**config.mk**
```make
export PLATFORM = sky130hd
export DESIGN_NAME = fmdsp_mac_pipe
export DESIGN_NICKNAME = d
export VERILOG_FILES = /design/src/rtl/fmdsp_pkg.sv /design/src/rtl/fmdsp_delay_line.sv /design/src/rtl/fmdsp_mac_pipe.sv
export SDC_FILE = /design/constraint.sdc
export NUM_CORES = 2
export LEC_CHECK = 0
export BUFFER_PORTS_ARGS = -buffer_cell sky130_fd_sc_hd__buf_4
export CAP_MARGIN = 20
export CELL_PAD_IN_SITES_DETAIL_PLACEMENT = 1
export CELL_PAD_IN_SITES_GLOBAL_PLACEMENT = 2
export CORE_ASPECT_RATIO = 0.75
export CORE_MARGIN = 8
export CORE_UTILIZATION = 45
export CTS_CLUSTER_SIZE = 30
export DETAILED_ROUTE_END_ITERATION = 8
export PLACE_DENSITY_LB_ADDON = 0.1
export SLEW_MARGIN = 20
export SYNTH_ARGS = -nofsm -noshare
export SYNTH_HDL_FRONTEND = slang
export SYNTH_SLANG_ARGS = --single-unit
```
**constraint.sdc**
```tcl
create_clock -name clk -period 31.7 [get_ports clk]
set_input_delay 6.34 -clock clk [delete_from_list [all_inputs] [get_ports clk]]
set_output_delay 6.34 -clock clk [all_outputs]
set_load 0.005 [all_outputs]
```
**src/rtl/fmdsp_pkg.sv**
```systemverilog
// Shared mode encodings and signed saturation limits for the FB42DSP MAC datapath.
package fmdsp_pkg;

  typedef enum logic [1:0] {
    MODE_NARROW = 2'b00,
    MODE_MIXED  = 2'b01,
    MODE_FULL   = 2'b10,
    MODE_DOT2   = 2'b11
  } mode_e;

  localparam int LIM_W = 64;

  function automatic logic signed [LIM_W-1:0] sat_max(input int w);
    return (64'sd1 <<< (w - 1)) - 64'sd1;
  endfunction

  function automatic logic signed [LIM_W-1:0] sat_min(input int w);
    return -(64'sd1 <<< (w - 1));
  endfunction

endpackage

```
**src/rtl/fmdsp_delay_line.sv**
```systemverilog
// Variable-depth (0..MAX_PIPE) delay of a valid-tagged payload; depth only changes when empty.
// Depth 0 is a combinational pass-through; output data holds the last valid beat; no back-pressure.
module fmdsp_delay_line #(
  parameter int DW        = 8,
  parameter int MAX_PIPE  = 4,
  parameter int PIPE_BITS = 3
) (
  input  logic                 clk,
  input  logic                 rst_n,
  input  logic                 in_vld,
  input  logic [DW-1:0]        in_dat,
  input  logic [PIPE_BITS-1:0] depth_req,
  output logic                 out_vld,
  output logic [DW-1:0]        out_dat
);

  localparam logic [PIPE_BITS-1:0] DEPTH_MAX = PIPE_BITS'(MAX_PIPE);

  logic [MAX_PIPE:1]      vld_q, vld_d;
  logic [DW-1:0]          dat_q [1:MAX_PIPE];
  logic [DW-1:0]          dat_d [1:MAX_PIPE];
  logic [PIPE_BITS-1:0]   depth_q, depth_d;
  logic [DW-1:0]          hold_q, hold_d;
  logic [PIPE_BITS-1:0]   depth_clamp, depth_eff;
  logic                   busy, sel_vld;
  logic [DW-1:0]          sel_dat;

  always_comb begin
    depth_clamp = (depth_req > DEPTH_MAX) ? DEPTH_MAX : depth_req;
    busy        = |vld_q;
    depth_eff   = busy ? depth_q : depth_clamp;
    depth_d     = depth_eff;

    // Valid bits are not carried past the active depth, so no stale beat can
    // resurface when a deeper setting is adopted later.
    vld_d[1] = in_vld && (depth_eff >= PIPE_BITS'(1));
    dat_d[1] = in_dat;
    for (int k = 2; k <= MAX_PIPE; k++) begin
      vld_d[k] = vld_q[k-1] && (PIPE_BITS'(k) <= depth_eff);
      dat_d[k] = dat_q[k-1];
    end

    sel_vld = in_vld;
    sel_dat = in_dat;
    for (int k = 1; k <= MAX_PIPE; k++) begin
      if (depth_eff == PIPE_BITS'(k)) begin
        sel_vld = vld_q[k];
        sel_dat = dat_q[k];
      end
    end

    out_vld = sel_vld;
    out_dat = sel_vld ? sel_dat : hold_q;
    hold_d  = out_dat;
  end

  always_ff @(posedge clk or negedge rst_n) begin
    if (!rst_n) begin
      vld_q   <= '0;
      depth_q <= '0;
      hold_q  <= '0;
      for (int k = 1; k <= MAX_PIPE; k++) dat_q[k] <= '0;
    end else begin
      vld_q   <= vld_d;
      depth_q <= depth_d;
      hold_q  <= hold_d;
      for (int k = 1; k <= MAX_PIPE; k++) dat_q[k] <= dat_d[k];
    end
  end

endmodule

```
**src/rtl/fmdsp_mac_pipe.sv**
```systemverilog
// Multi-channel fracturable MAC with saturation, dot2 mode and programmable 0..MAX_PIPE latency.
// One beat per cycle, never stalls; latency changes take effect only once the pipe has drained.
module fmdsp_mac_pipe
  import fmdsp_pkg::*;
#(
  parameter int WIDTH      = 16,
  parameter int NUM_CH     = 4,
  parameter int SHIFT_BITS = 2,
  parameter int MAX_PIPE   = 4,
  parameter int SATURATE   = 1,
  localparam int CH_BITS   = (NUM_CH > 1) ? $clog2(NUM_CH) : 1,
  localparam int PIPE_BITS = $clog2(MAX_PIPE + 1)
) (
  input  logic                  clk,
  input  logic                  rst_n,
  input  logic                  in_valid,
  input  logic [WIDTH-1:0]      aa,
  input  logic [WIDTH-1:0]      bb,
  input  logic [2*WIDTH-1:0]    cc,
  input  logic [1:0]            mode,
  input  logic                  mac,
  input  logic [SHIFT_BITS-1:0] shift_amount,
  input  logic                  shift_dir,
  input  logic [CH_BITS-1:0]    ch_sel,
  input  logic                  acc_clr,
  input  logic [PIPE_BITS-1:0]  pipe_stages,
  output logic                  out_valid,
  output logic [2*WIDTH-1:0]    out,
  output logic [CH_BITS-1:0]    out_ch,
  output logic                  overflow
);

  localparam int W2 = WIDTH / 2;
  localparam int RW = 2 * WIDTH;
  localparam int SW = RW + SHIFT_BITS + 2;
  localparam int PW = CH_BITS + 1 + RW;

  localparam logic signed [SW-1:0] SUM_MAX = SW'(sat_max(RW));
  localparam logic signed [SW-1:0] SUM_MIN = SW'(sat_min(RW));
  localparam logic signed [RW-1:0] RES_MAX = RW'(sat_max(RW));
  localparam logic signed [RW-1:0] RES_MIN = RW'(sat_min(RW));

  logic signed [RW-1:0]  acc_q [NUM_CH];
  logic signed [RW-1:0]  acc_d [NUM_CH];
  logic [NUM_CH-1:0]     live_q, live_d;

  logic signed [W2:0]    a_nar, b_nar;
  logic signed [W2-1:0]  a_lo, a_hi, b_lo, b_hi;
  logic signed [WIDTH-1:0] a_full, b_full;
  logic signed [RW-1:0]  prod;
  logic signed [SW-1:0]  acc_ext, addend, sum;
  logic signed [RW-1:0]  result;
  logic                  ovf, chain;
  logic [PW-1:0]         dl_dat;
  logic                  dl_vld;

  always_comb begin
    a_nar  = aa[W2:0];
    b_nar  = bb[W2:0];
    a_lo   = aa[W2-1:0];
    a_hi   = aa[WIDTH-1:W2];
    b_lo   = bb[W2-1:0];
    b_hi   = bb[WIDTH-1:W2];
    a_full = aa;
    b_full = bb;
    prod   = '0;
    case (mode_e'(mode))
      MODE_NARROW: prod = RW'(a_nar) * RW'(b_nar);
      MODE_MIXED:  prod = RW'(a_nar) * RW'(b_full);
      MODE_FULL:   prod = RW'(a_full) * RW'(b_full);
      MODE_DOT2:   prod = RW'(a_lo) * RW'(b_lo) + RW'(a_hi) * RW'(b_hi);
      default:     prod = '0;
    endcase

    // A clear in the same cycle wins over the stored value: the beat falls back to cc.
    chain   = mac && live_q[ch_sel] && !acc_clr;
    acc_ext = SW'(acc_q[ch_sel]);
    if (chain) addend = shift_dir ? (acc_ext >>> shift_amount) : (acc_ext <<< shift_amount);
    else       addend = SW'($signed(cc));
    sum = SW'(prod) + addend;

    ovf    = 1'b0;
    result = sum[RW-1:0];
    if (sum > SUM_MAX) begin
      ovf = 1'b1;
      if (SATURATE != 0) result = RES_MAX;
    end else if (sum < SUM_MIN) begin
      ovf = 1'b1;
      if (SATURATE != 0) result = RES_MIN;
    end
  end

  always_comb begin
    for (int i = 0; i < NUM_CH; i++) acc_d[i] = acc_clr ? '0 : acc_q[i];
    live_d = acc_clr ? '0 : live_q;
    if (in_valid) begin
      acc_d[ch_sel]  = result;
      live_d[ch_sel] = 1'b1;
    end
  end

  always_ff @(posedge clk or negedge rst_n) begin
    if (!rst_n) begin
      for (int i = 0; i < NUM_CH; i++) acc_q[i] <= '0;
      live_q <= '0;
    end else begin
      for (int i = 0; i < NUM_CH; i++) acc_q[i] <= acc_d[i];
      live_q <= live_d;
    end
  end

  fmdsp_delay_line #(
    .DW        (PW),
    .MAX_PIPE  (MAX_PIPE),
    .PIPE_BITS (PIPE_BITS)
  ) u_delay (
    .clk       (clk),
    .rst_n     (rst_n),
    .in_vld    (in_valid),
    .in_dat    ({ch_sel, ovf, result}),
    .depth_req (pipe_stages),
    .out_vld   (dl_vld),
    .out_dat   (dl_dat)
  );

  assign out_valid = dl_vld;
  assign out       = dl_dat[RW-1:0];
  assign overflow  = dl_vld & dl_dat[RW];
  assign out_ch    = dl_dat[RW+1 +: CH_BITS];

endmodule
```
==> metrics.md <==
| Metric | Value |
|---|---|
| Port bufs | 114 |
| Starting Density | 0.454 |
| Vias | 28800 |
| WL per Instance | 25.4 um |
| Crit start category | input pin |
| Root Buffer | clkbuf_16 |
| Hold Buf Count CTS | 0 |
| RSZ-0062 raised after global routing | no |
| DRT antenna net count | 0 |
| WP data arrival | 17.73 ns |
| Num CTS Buffers | 27 |
| Max-cap violations | 0 |
| CP required | 25.36 ns |
| GPL Wtd Cong | 0.929 |
| Final setup fails | 0 |
| Synth async-reset ratio | 1.00 |
| Commonest cells after routing, fill and taps aside | inv_1 (779), fa_1 (546), nand2_1 (341) |
| Post-cts sizing count | 0 |
| Drt first pass iters | 6 |
| All-layer global routing usage | 0.276 |
| Layout filler cell count | 9624 |
| Ports | 115 |
| Post-DP Area | 39700 sq um |
| Die height | 268 um |
| Number of synthesized register bits | 313 |
| H-tree levels | 1 |
| Yosys top cell by area | fa_1 |
| Sequential share of the synthesized area | 0.205 |
| Grt total ovfl | 0 |
| Setup Buffers After CTS | 0 |
| DR vias/cell | 5.59 |
| Vias in the first global route | 30500 |
| Proportion of layout cells with a drive suffix above 1 | 0.0720 |
| Main area contributors after synthesis | fa_1 (29%), dfrtp_1 (21%), ha_1 (8.2%) |
| Fin Hold WS | 0.372 ns |
| Clock slew at reported path FFs | 0.07 ns |
| Max stage delay on crit path | 0.94 ns |
| Final WL | 131000 um |
| Number of synthesized flops with an enable pin | 0 |
| Final WS setup | 7.63 ns |
| Part of the cycle the worst path needs | 0.759 |
| Largest net degree at the start of global routing | 116 |
| Initial antenna violation count | 7 |
| Yosys top cell area share | 0.286 |
| Max transition margin | 0.256 |
| Site Rows | 92 |
| DIE AREA | 94500 sq um |
| Die W | 352 um |
| Area Growth Syn to Fin | 6.68% |
| Register area | 7830 sq um |
| Status | completed |
| Tmin final | 24.07 ns |
| Worst-path fanout max | 25 |
| Synth Instances | 4041 |
| Pre-CTS setup slack | 7.86 ns |
| Avg Cell Area, Syn | 9.44 sq um |
| Top_reg_cell synth | dfrtp_1 |
| Footprint of the multi-input gates | 26400 sq um |
| Finished Cell Area | 40700 sq um |
| Yosys synthesis warning count | 0 |
| Worst Tran Pin Value | 1.11 ns |
| Residual DRC count | 0 |
| DRT iter0 DRCs | 2305 |
| Post-Syn Area | 38200 sq um |
| Worst Skew | 0.0280 ns |
| Post-Syn Nets | 4915 |
| Max stage delay cell, worst path | inv_1 |
| Worst Setup End Kind | output pin |
| Synth cell types | 76 |
| Later-pin clock latency in the skew report | 0.59 ns |
| Final #Nets | 4866 |
| Hold Crit Class | reg -> reg |
| Longest Clk Path Bufs | 3 |
| First-pass GRT wire length | 199000 um |
| Final hold violations | 0 |
| Setup TNS | 0 ns |
| TritonCTS clock tree | done |
| Most common cell after layout, fill and taps aside | inv_1 |
| Post-DP HPWL | 103000 um |
| Setup CP Type | in -> out |
| Final max-slew violation count | 0 |
| Clock sinks | 313 |
| Max frequency | 41.6 MHz |
| Area of the core | 84000 sq um |
-- cell type report --
class	instances	area share
antenna	5	0.000307
clock buffer	38	0.0193
clock inverter	12	0.00403
inverter	784	0.0723
multi-input combinational	2719	0.650
sequential	313	0.192
tap	1128	0.0347
timing repair buffer	147	0.0273
-- kinds of logic (layout without fill, tap and decap cells) --
| kind of cell | Yosys count | after routing | share of synthesized area |
|---|---|---|---|
| AOI/OAI and AO/OA | 722 | 722 | 0.119 |
| xor gates and xnor gates | 128 | 128 | 0.0294 |
| adders and majority gates | 795 | 795 | 0.368 |
| buffers and inverters | 1009 | 981 | 0.103 |
| DFF | 313 | 313 | 0.205 |
| muxes | 113 | 113 | 0.0509 |
| other | 0 | 5 | 0 |
| and+or+nand+nor | 961 | 961 | 0.124 |
-- metal layers --
metal	vias to the layer above	wire length, um	global-route usage
met2	818	51600	0.375
met5	-	45	0
met1	14900	64400	0.432
li1	12900	-	-
met3	134	12200	0.0866
met4	6	2400	0.0453
-- critical path: cells and delay by family --
family | cells | cell delay (ns)
buf+inv | 9 | 1.87
fa+ha+maj | 8 | 3.83
simple gates | 8 | 2.12
xor+xnor | 1 | 0.19
compound gates | 11 | 3.31
-- through the flow --
step | util | std cells
4_1_cts | 0.484 | 5140
3_3_place_gp | 0.473 | 5090
3_5_place_dp | 0.473 | 5090
5_1_grt | 0.484 | 5141
2_1_floorplan | - | 4041
6_report | 0.484 | 5146
-- path summary, 6_finish.rpt --
check | start | endpoint | slack (ns) | cells after the start
min in group asynchronous | rst_n | acc_q[88] | 5.84 | 1
min reg2reg | u_delay.dat_d[29] | u_delay.dat_q[29] | 0.37 | 0
max in group asynchronous | rst_n | acc_q[98] | 23.66 | 3
min | u_delay.dat_d[29] | u_delay.dat_q[29] | 0.37 | 0
max | bb[8] | out[26] | 7.63 | 37
max reg2reg | live_q[3] | acc_q[109] | 24.42 | 18
-- flip-flops by register name (all words and copies together), names as in the netlist --
register	count
u_delay.dat_d	105
acc_q	128
u_delay.depth_q	3
u_delay.hold_q	34
u_delay.vld_q	4
live_q	4
u_delay.dat_q	35
-- cells in the mapped netlist, drive strengths merged (24+ instances only) --
library cell and count:
inv 781, fa 546, nand2 342, dfrtp 313
ha 249, o21ai 187, a21oi 182, nor2 170
clkbuf 159, nand2b 120, and2 119, xnor2 88
a22oi 83, buf 66, mux4 64, nand3b 56
a21o 51, nand3 51, a31oi 48, mux2i 41
xor2 40, a211oi 37, nor2b 27, nor3 24
Power is not shown: default switching activity piles up to over one toggle a cycle in this logic, so the estimate is an artifact.
